## config.mk

```make
export PLATFORM = sky130hd
export DESIGN_NAME = operand_fetch
export DESIGN_NICKNAME = d
export VERILOG_FILES = /design/src/rtl/cpu_pkg.sv /design/src/rtl/regfile32.sv /design/src/rtl/operand_fetch.sv
export SDC_FILE = /design/constraint.sdc
export NUM_CORES = 2
export LEC_CHECK = 0
export ABC_AREA = 0
export CELL_PAD_IN_SITES_DETAIL_PLACEMENT = 1
export CELL_PAD_IN_SITES_GLOBAL_PLACEMENT = 1
export CORE_MARGIN = 2
export CORE_UTILIZATION = 30
export DETAILED_ROUTE_END_ITERATION = 12
export PLACE_DENSITY = 0.58
export SYNTH_ARGS = -nofsm -noshare
export SYNTH_HDL_FRONTEND = slang
export SYNTH_SLANG_ARGS = --single-unit
```

## constraint.sdc

```tcl
create_clock -name clk -period 3.7 [get_ports clk]
set_input_delay 0.74 -clock clk [delete_from_list [all_inputs] [get_ports clk]]
set_output_delay 0.74 -clock clk [all_outputs]
set_load 0.1 [all_outputs]
```

## src/rtl/cpu_pkg.sv

```systemverilog
// Shared CPU datapath types: ALU opcodes, register constants, ID->EX bundle.
package cpu_pkg;

    localparam int DW = 32;
    localparam int NREG = 32;
    localparam logic [4:0] REG_ZERO = 5'd0;

    typedef enum logic [3:0] {
        ALU_ADD = 4'b0000,
        ALU_AND = 4'b0001,
        ALU_XOR = 4'b0010,
        ALU_SLL = 4'b0011,
        ALU_SUB = 4'b0100,
        ALU_OR  = 4'b0101,
        ALU_LUI = 4'b0110,
        ALU_SRL = 4'b0111,
        ALU_SRA = 4'b1111
    } alu_op_e;

    typedef struct packed {
        logic [DW-1:0] a;
        logic [DW-1:0] b;
        logic [3:0]    aluc;
        logic [4:0]    rd;
        logic          wreg;
    } id_ex_t;

    function automatic logic [DW-1:0] shamt_ext(input logic [DW-1:0] imm);
        return {{(DW-5){1'b0}}, imm[10:6]};
    endfunction

endpackage

```

## src/rtl/regfile32.sv

```systemverilog
// 2R1W general register file, R0 hardwired to zero.
// OPF_WB_BYPASS_EN forwards same-cycle writeback data to the read ports.
module regfile32
    import cpu_pkg::*;
#(
    parameter int DW = cpu_pkg::DW,
    parameter int NREG = cpu_pkg::NREG
) (
    input  logic          clk,
    input  logic          rst,
    input  logic [4:0]    ra_idx,
    input  logic [4:0]    rb_idx,
    output logic [DW-1:0] ra_data,
    output logic [DW-1:0] rb_data,
    input  logic          we,
    input  logic [4:0]    wr_idx,
    input  logic [DW-1:0] wr_data
);

    logic [DW-1:0] regs_q [NREG];
    logic [DW-1:0] regs_d [NREG];
    logic          hit_a;
    logic          hit_b;

    always_comb begin
        regs_d = regs_q;
        if (we && wr_idx != REG_ZERO) begin
            regs_d[wr_idx] = wr_data;
        end
        regs_d[0] = '0;
    end

    always_ff @(posedge clk) begin
        if (rst) begin
            regs_q <= '{default: '0};
        end else begin
            regs_q <= regs_d;
        end
    end

`ifdef OPF_WB_BYPASS_EN
    assign hit_a = we && (wr_idx == ra_idx);
    assign hit_b = we && (wr_idx == rb_idx);
`else
    assign hit_a = 1'b0;
    assign hit_b = 1'b0;
`endif

    // Index 0 check comes first so a bypass hit on R0 still reads zero.
    assign ra_data = (ra_idx == REG_ZERO) ? '0 :
                     hit_a ? wr_data : regs_q[ra_idx];
    assign rb_data = (rb_idx == REG_ZERO) ? '0 :
                     hit_b ? wr_data : regs_q[rb_idx];

endmodule

```

## src/rtl/operand_fetch.sv

```systemverilog
// Operand-fetch stage: regfile read, operand select, ID->EX register.
// Optional same-cycle writeback bypass: OPF_WB_BYPASS_EN.
module operand_fetch
    import cpu_pkg::*;
#(
    parameter int DW = cpu_pkg::DW,
    parameter int NREG = cpu_pkg::NREG
) (
    input  logic          clk,
    input  logic          rst,
    input  logic          in_valid,
    output logic          in_ready,
    input  logic [4:0]    in_rs,
    input  logic [4:0]    in_rt,
    input  logic [4:0]    in_rd,
    input  logic [DW-1:0] in_imm,
    input  logic          in_sel_a,
    input  logic          in_sel_b,
    input  logic [3:0]    in_aluc,
    input  logic          in_wreg,
    input  logic          flush,
    output logic          out_valid,
    input  logic          out_ready,
    output logic [DW-1:0] alu_a,
    output logic [DW-1:0] alu_b,
    output logic [3:0]    aluc,
    output logic [4:0]    out_rd,
    output logic          out_wreg,
    input  logic          wb_we,
    input  logic [4:0]    wb_rd,
    input  logic [DW-1:0] wb_data
);

    typedef enum logic {EMPTY, FULL} state_e;

    state_e        state_q;
    state_e        state_d;
    id_ex_t        pipe_q;
    id_ex_t        pipe_d;
    logic [DW-1:0] rs_data;
    logic [DW-1:0] rt_data;
    logic          accept;

    regfile32 #(.DW(DW), .NREG(NREG)) u_rf (
        .clk     (clk),
        .rst     (rst),
        .ra_idx  (in_rs),
        .rb_idx  (in_rt),
        .ra_data (rs_data),
        .rb_data (rt_data),
        .we      (wb_we),
        .wr_idx  (wb_rd),
        .wr_data (wb_data)
    );

    assign out_valid = (state_q == FULL);
    assign in_ready  = !out_valid || out_ready;
    assign accept    = in_valid && in_ready && !flush;

    always_comb begin
        state_d = state_q;
        pipe_d  = pipe_q;
        unique case (state_q)
            EMPTY: if (accept) state_d = FULL;
            FULL: begin
                if (flush) begin
                    state_d = EMPTY;
                end else if (!accept && out_ready) begin
                    state_d = EMPTY;
                end
            end
            default: state_d = EMPTY;
        endcase
        // Data is only loaded on accept; consume and flush leave it as-is.
        if (accept) begin
            pipe_d.a    = in_sel_a ? shamt_ext(in_imm) : rs_data;
            pipe_d.b    = in_sel_b ? in_imm : rt_data;
            pipe_d.aluc = in_aluc;
            pipe_d.rd   = in_rd;
            pipe_d.wreg = in_wreg;
        end
    end

    always_ff @(posedge clk) begin
        if (rst) begin
            state_q <= EMPTY;
            pipe_q  <= '0;
        end else begin
            state_q <= state_d;
            pipe_q  <= pipe_d;
        end
    end

    assign alu_a    = pipe_q.a;
    assign alu_b    = pipe_q.b;
    assign aluc     = pipe_q.aluc;
    assign out_rd   = pipe_q.rd;
    assign out_wreg = pipe_q.wreg;

endmodule
```

== After elaboration in Yosys (flattened, before gate mapping) ==
Cells that the tools add are included.

* Bits in registers: 1067
* Bits in latches: 0
* Bits in writable memories: 0
* Bits in read-only memories: 0
* Logic and storage cells: 74
* Memories kept: 0

* Add/subtract/negate cells: 0
* $mul: 0
* Div/mod/pow operators: 0
* $lt $le $gt $ge: 4
* Eq/ne operators: 0
* Shift-type cells: 0
* Multiplexer cells: 17
* Bitwise operators: 4
* Reduce and logical (&&, ||, !) cells: 12

{| class="wikitable"
|+ Operator list
! kind !! number
|-
| $bwmux W1024 || 1
|-
| $bmux W32 S5 || 2
|-
| $mux W32 || 9
|-
| $demux W32 S5 || 1
|-
| $ge A6 B6 Y1 const B || 3
|-
| $not A5 Y6 || 3
|-
| $logic_not A5 Y1 || 2
|-
| $lt A6 B1 Y1 const B || 1
|-
| $logic_and A1 B1 Y1 || 5
|-
| $reduce_bool A5 Y1 || 1
|-
| $logic_not A1 Y1 || 3
|-
| $mux W1 || 3
|-
| $pmux W1 S2 || 1
|-
| $logic_or A1 B1 Y1 || 1
|-
| $not A1 Y1 || 1
|}

== Logic depth before layout (Yosys ltp) ==
* Word-level depth: 9
* Gate-level depth with buffers: 9
* Gate-level depth less buffers: 5

== By module ==
Synthesis repeated with hierarchy kept, for this count alone.

* Cells, all modules: 6140
* Area total of the unflattened synthesis: 53473.8 um^2

{| class="wikitable"
|+ By module, submodules not included
! module !! times used !! cells each !! area each (um^2) !! sequential area each (um^2)
|-
| regfile32 || 1 || 5794 || 50165.6 || 19859.0
|-
| operand_fetch || 1 || 346 || 3308.2 || 1501.4
|}

== Least setup slack after synthesis ==
OpenSTA, ideal clock, no wires.

* Path type: reg-to-reg
* From: register state_q, in the netlist out_valid
* To: register pipe_q, in the netlist alu_a[20]
* Library setup time: 0.122 ns
* Data arrival time: 3.376 ns
* Required time: 3.578 ns
* Slack: 0.202 ns
* Stages on the path, launching flop included: 9
* Path buffers: 3
* Period minus slack after synthesis: 3.498 ns
* Path through: dfxtp_1 -> nand2b_1 -> and4b_1 -> buf_2 -> and2_1 -> buf_1 -> clkbuf_1 -> a32o_1 -> a221o_1

* Cells in the longest elaborated chain, start to end: 4

{| class="wikitable"
|+ RTL lines
! item !! RTL line !! source
|-
| from (decl) || operand_fetch.sv:36 || <nowiki>state_e state_q;</nowiki>
|-
| from (signal assigned) || operand_fetch.sv:89 || <nowiki>state_q <= state_d;</nowiki>
|-
| $logic_not A1 Y1 || operand_fetch.sv:57 || <nowiki>assign in_ready = !out_valid || out_ready;</nowiki>
|-
| $logic_or A1 B1 Y1 || operand_fetch.sv:57 ||
|-
| via in_ready || operand_fetch.sv:12 || <nowiki>output logic in_ready,</nowiki>
|-
| $logic_and A1 B1 Y1 (2 in series) || operand_fetch.sv:58 || <nowiki>assign accept = in_valid && in_ready && !flush;</nowiki>
|-
| to (signal assigned) || operand_fetch.sv:90 || <nowiki>pipe_q <= pipe_d;</nowiki>
|-
| to (decl) || operand_fetch.sv:38 || <nowiki>id_ex_t pipe_q;</nowiki>
|}

The timed path passes the listed nets, and every way through them passes these cells.
A chain may end at the register's enable or synchronous reset.

== Final worst setup path ==
* From: register pipe_q, in the netlist alu_b[19]
* To: output port alu_b[19]

{| class="wikitable"
|+ RTL lines
! item !! RTL line !! source
|-
| to (decl) || operand_fetch.sv:25 || <nowiki>output logic [DW-1:0] alu_b,</nowiki>
|}

No word-level cell between the ends.

==> impl_results.md <==
- Cts-stage hold buffer count: 0
- CP Cell Sequence: clkdlybuf4s50_1
- Total power: 0.0268 W
- Mapped Cells: 6,230
- Die W: 425 um
- EDFF count, synth: 0
- Asr flop ratio synth: 0
- Fin crit share: 0.873
- Leak pwr: 20.3 nW
- GRT Total Usage: 0.269
- Mapped cell area: 53,300 um2
- Measured slew at the worst slew-check pin: 1190 ps
- Root buffer cell: clkbuf_16
- Cell variety after synth: 53
- Via count: 49,400
- VDD IR-drop max: 334 uV
- Layout cells sized above 1: 0.180
- FP Rows: 154
- Post-CTS setup buffers: 0
- Number of clock sinks: 1,067
- Multi-input gate area: 29,600 um2
- Core footprint: 176,000 um2
- Net Count, Synth: 6,327
- DRT antenna net count: 0
- RSZ-0062 raised after global routing: no
- Fmax: 0.310 GHz
- Diodes inserted: 0
- Share of the synthesized area in the top cell type: 0.401
- Largest fanout on the critical path: 2
- Hpwl dp: 158,000 um
- Synth area leaders: dfxtp_1, mux4_2, nand2_1
- Post-CTS sizing: 0
- Final number of hold-violating endpoints: 0
- Final #Nets: 6,256
- Htree depth: 3
- 1st-iter DRT viols: 4,487
- Max Root-Sink Buffers: 3
- Ys Warns: 0
- 1st-pass router iterations: 5
- Worst Skew: 15.3 ps
- Final setup vio count: 0
- Delay-heaviest family, CP: buffers and inverters
- Power density of the placed cells: 430 nW/um2
- Final slew viol count: 0
- First-pass GRT wire length: 360,000 um
- WP buf/inv: 1
- Post-route cell area: 62,400 um2
- Clock buffer count from CTS: 121
- DRC Markers: 0
- Worst EP required: 2960 ps
- Filler cell count: 20,100
- WP data arrival: 2490 ps
- Sequential cell area: 21,400 um2
- GR Overflow Total: 0
- Setup TNS: 0 ps
- CP max stage delay: 1220 ps
- Startpoint Class: register
- I/O Pins: 173
- Critical-path top delay cell: clkdlybuf4s50_1
- Yosys top cell by area: dfxtp_1
- CTS tree: done
- Ys flop type: dfxtp_1
- Placed cell areas: 58,400 um2
- Area Overhead vs Synth: 17.2%
- Latest clock arrival within the worst-skew pair: 760 ps
- Die ar.: 181,000 um2
- Routed WL per cell: 29.1 um
- Vias in the first global route: 49,500
- Initial Utilization: 0.302
- Worst Path Class, Setup: register to primary output
- Die Ht: 425 um
- GP Congestion: 0.873
- Syn avg cell area: 8.55 um2
- Hold WC Path Type: input pin to register
- Final WL: 250,000 um
- Largest net degree at the start of global routing: 158
- Initial antenna violation count: 7
- CTS clk-pin slew, worst paths: 60 ps
- Crit path time final: 3230 ps
- IO buf count: 172
- Max-Slew Margin vs Limit: 0.205
- Endpoint class of the critical path: primary output
- Synth Register Bits: 1,067
- Status: finished, final reports clean
- DR vias/cell: 5.75
- Max-cap violations: 0
- Post-synthesis sequential area ratio: 0.401
-- routing by layer --
layer  vias up  GRT usage  part of all wire
met4         4      0.132             0.052
met2      1764      0.451              0.48
met3       538     0.0307             0.056
met5         -          0           0.00011
met1     25500      0.344              0.41
li1      21600          -                 -
-- where the power goes --
part	total [W]	internal, W	switching [W]
combinational	0.00266	0.000788	0.00188
sequential	0.0117	0.0116	0.000112
clock	0.0125	0.00710	0.00536
-- state kept, by name (all words and copies together), names as in the netlist --
| register | flops |
|---|---|
| alu_a | 32 |
| alu_b | 32 |
| aluc | 4 |
| out_rd | 5 |
| out_valid | 1 |
| out_wreg | 1 |
| u_rf.regs_q | 992 |
-- cell usage after synthesis, types with 26 or more instances --
cell	number
nand2_1	2129
nand3_1	28
a32o_1	26
mux4_2	373
mux2i_1	95
a21oi_1	1087
buf_2	77
a211oi_1	40
a221o_1	39
o21ai_0	39
and2_1	35
mux2_2	160
a221oi_1	43
nor2_1	103
a22oi_1	54
o22ai_1	31
buf_4	30
dfxtp_1	1067
clkbuf_1	501
-- layout make-up --
| cell class | instances | area share |
|---|---|---|
| Clock inverter | 38 | 0.00641 |
| Sequential cell | 1067 | 0.342 |
| Multi-Input combinational cell | 4526 | 0.473 |
| Timing Repair Buffer | 440 | 0.0732 |
| Tap cell | 2340 | 0.0469 |
| Inverter | 3 | 0.000180 |
| Clock buffer | 180 | 0.0577 |
-- kinds of logic after synthesis --
family	synth area share
buf+inv	0.0503
compound gates	0.162
flops	0.401
simple gates	0.177
mux	0.209
-- per-stage QoR --
stage / worst slack, ps / hold WS [ps] / utilization / std cells
floorplan: 202 / 442 / - / 6230
global placement: 471 / 442 / 0.331 / 8376
detailed placement: 487 / 451 / 0.331 / 8376
CTS: 435 / 268 / 0.354 / 8594
global route: 477 / 309 / 0.354 / 8594
finish: 471 / 315 / 0.354 / 8594
-- path summary, 6_finish.rpt --
path / start / end / slack [ps] / cells past startpoint
hold / removal: rst / u_rf.regs_q[774]$_SDFFE_PP0P_ / 310 / 2
setup reg to reg: out_valid$_SDFF_PP0_ / alu_a[12]$_SDFFE_PP0P_ / 1450 / 5
hold reg to reg: out_wreg$_SDFFE_PP0P_ / out_wreg$_SDFFE_PP0P_ / 460 / 2
setup / recovery: alu_b[19]$_SDFFE_PP0P_ / alu_b[19] / 470 / 1
-- cell usage in the layout (no fill, tap or decap), types with 72 or more instances in the layout --
cell type / instances
mux4_2: 373
mux2i_1: 95
mux2_2: 160
buf_12: 72
nor2_1: 73
buf_4: 227
clkdlybuf4s50_1: 130
clkbuf_16: 123
nand2_1: 2098
dfxtp_1: 1067
a21oi_1: 1087
No activity file was read; power rests on OpenSTA's default activity.
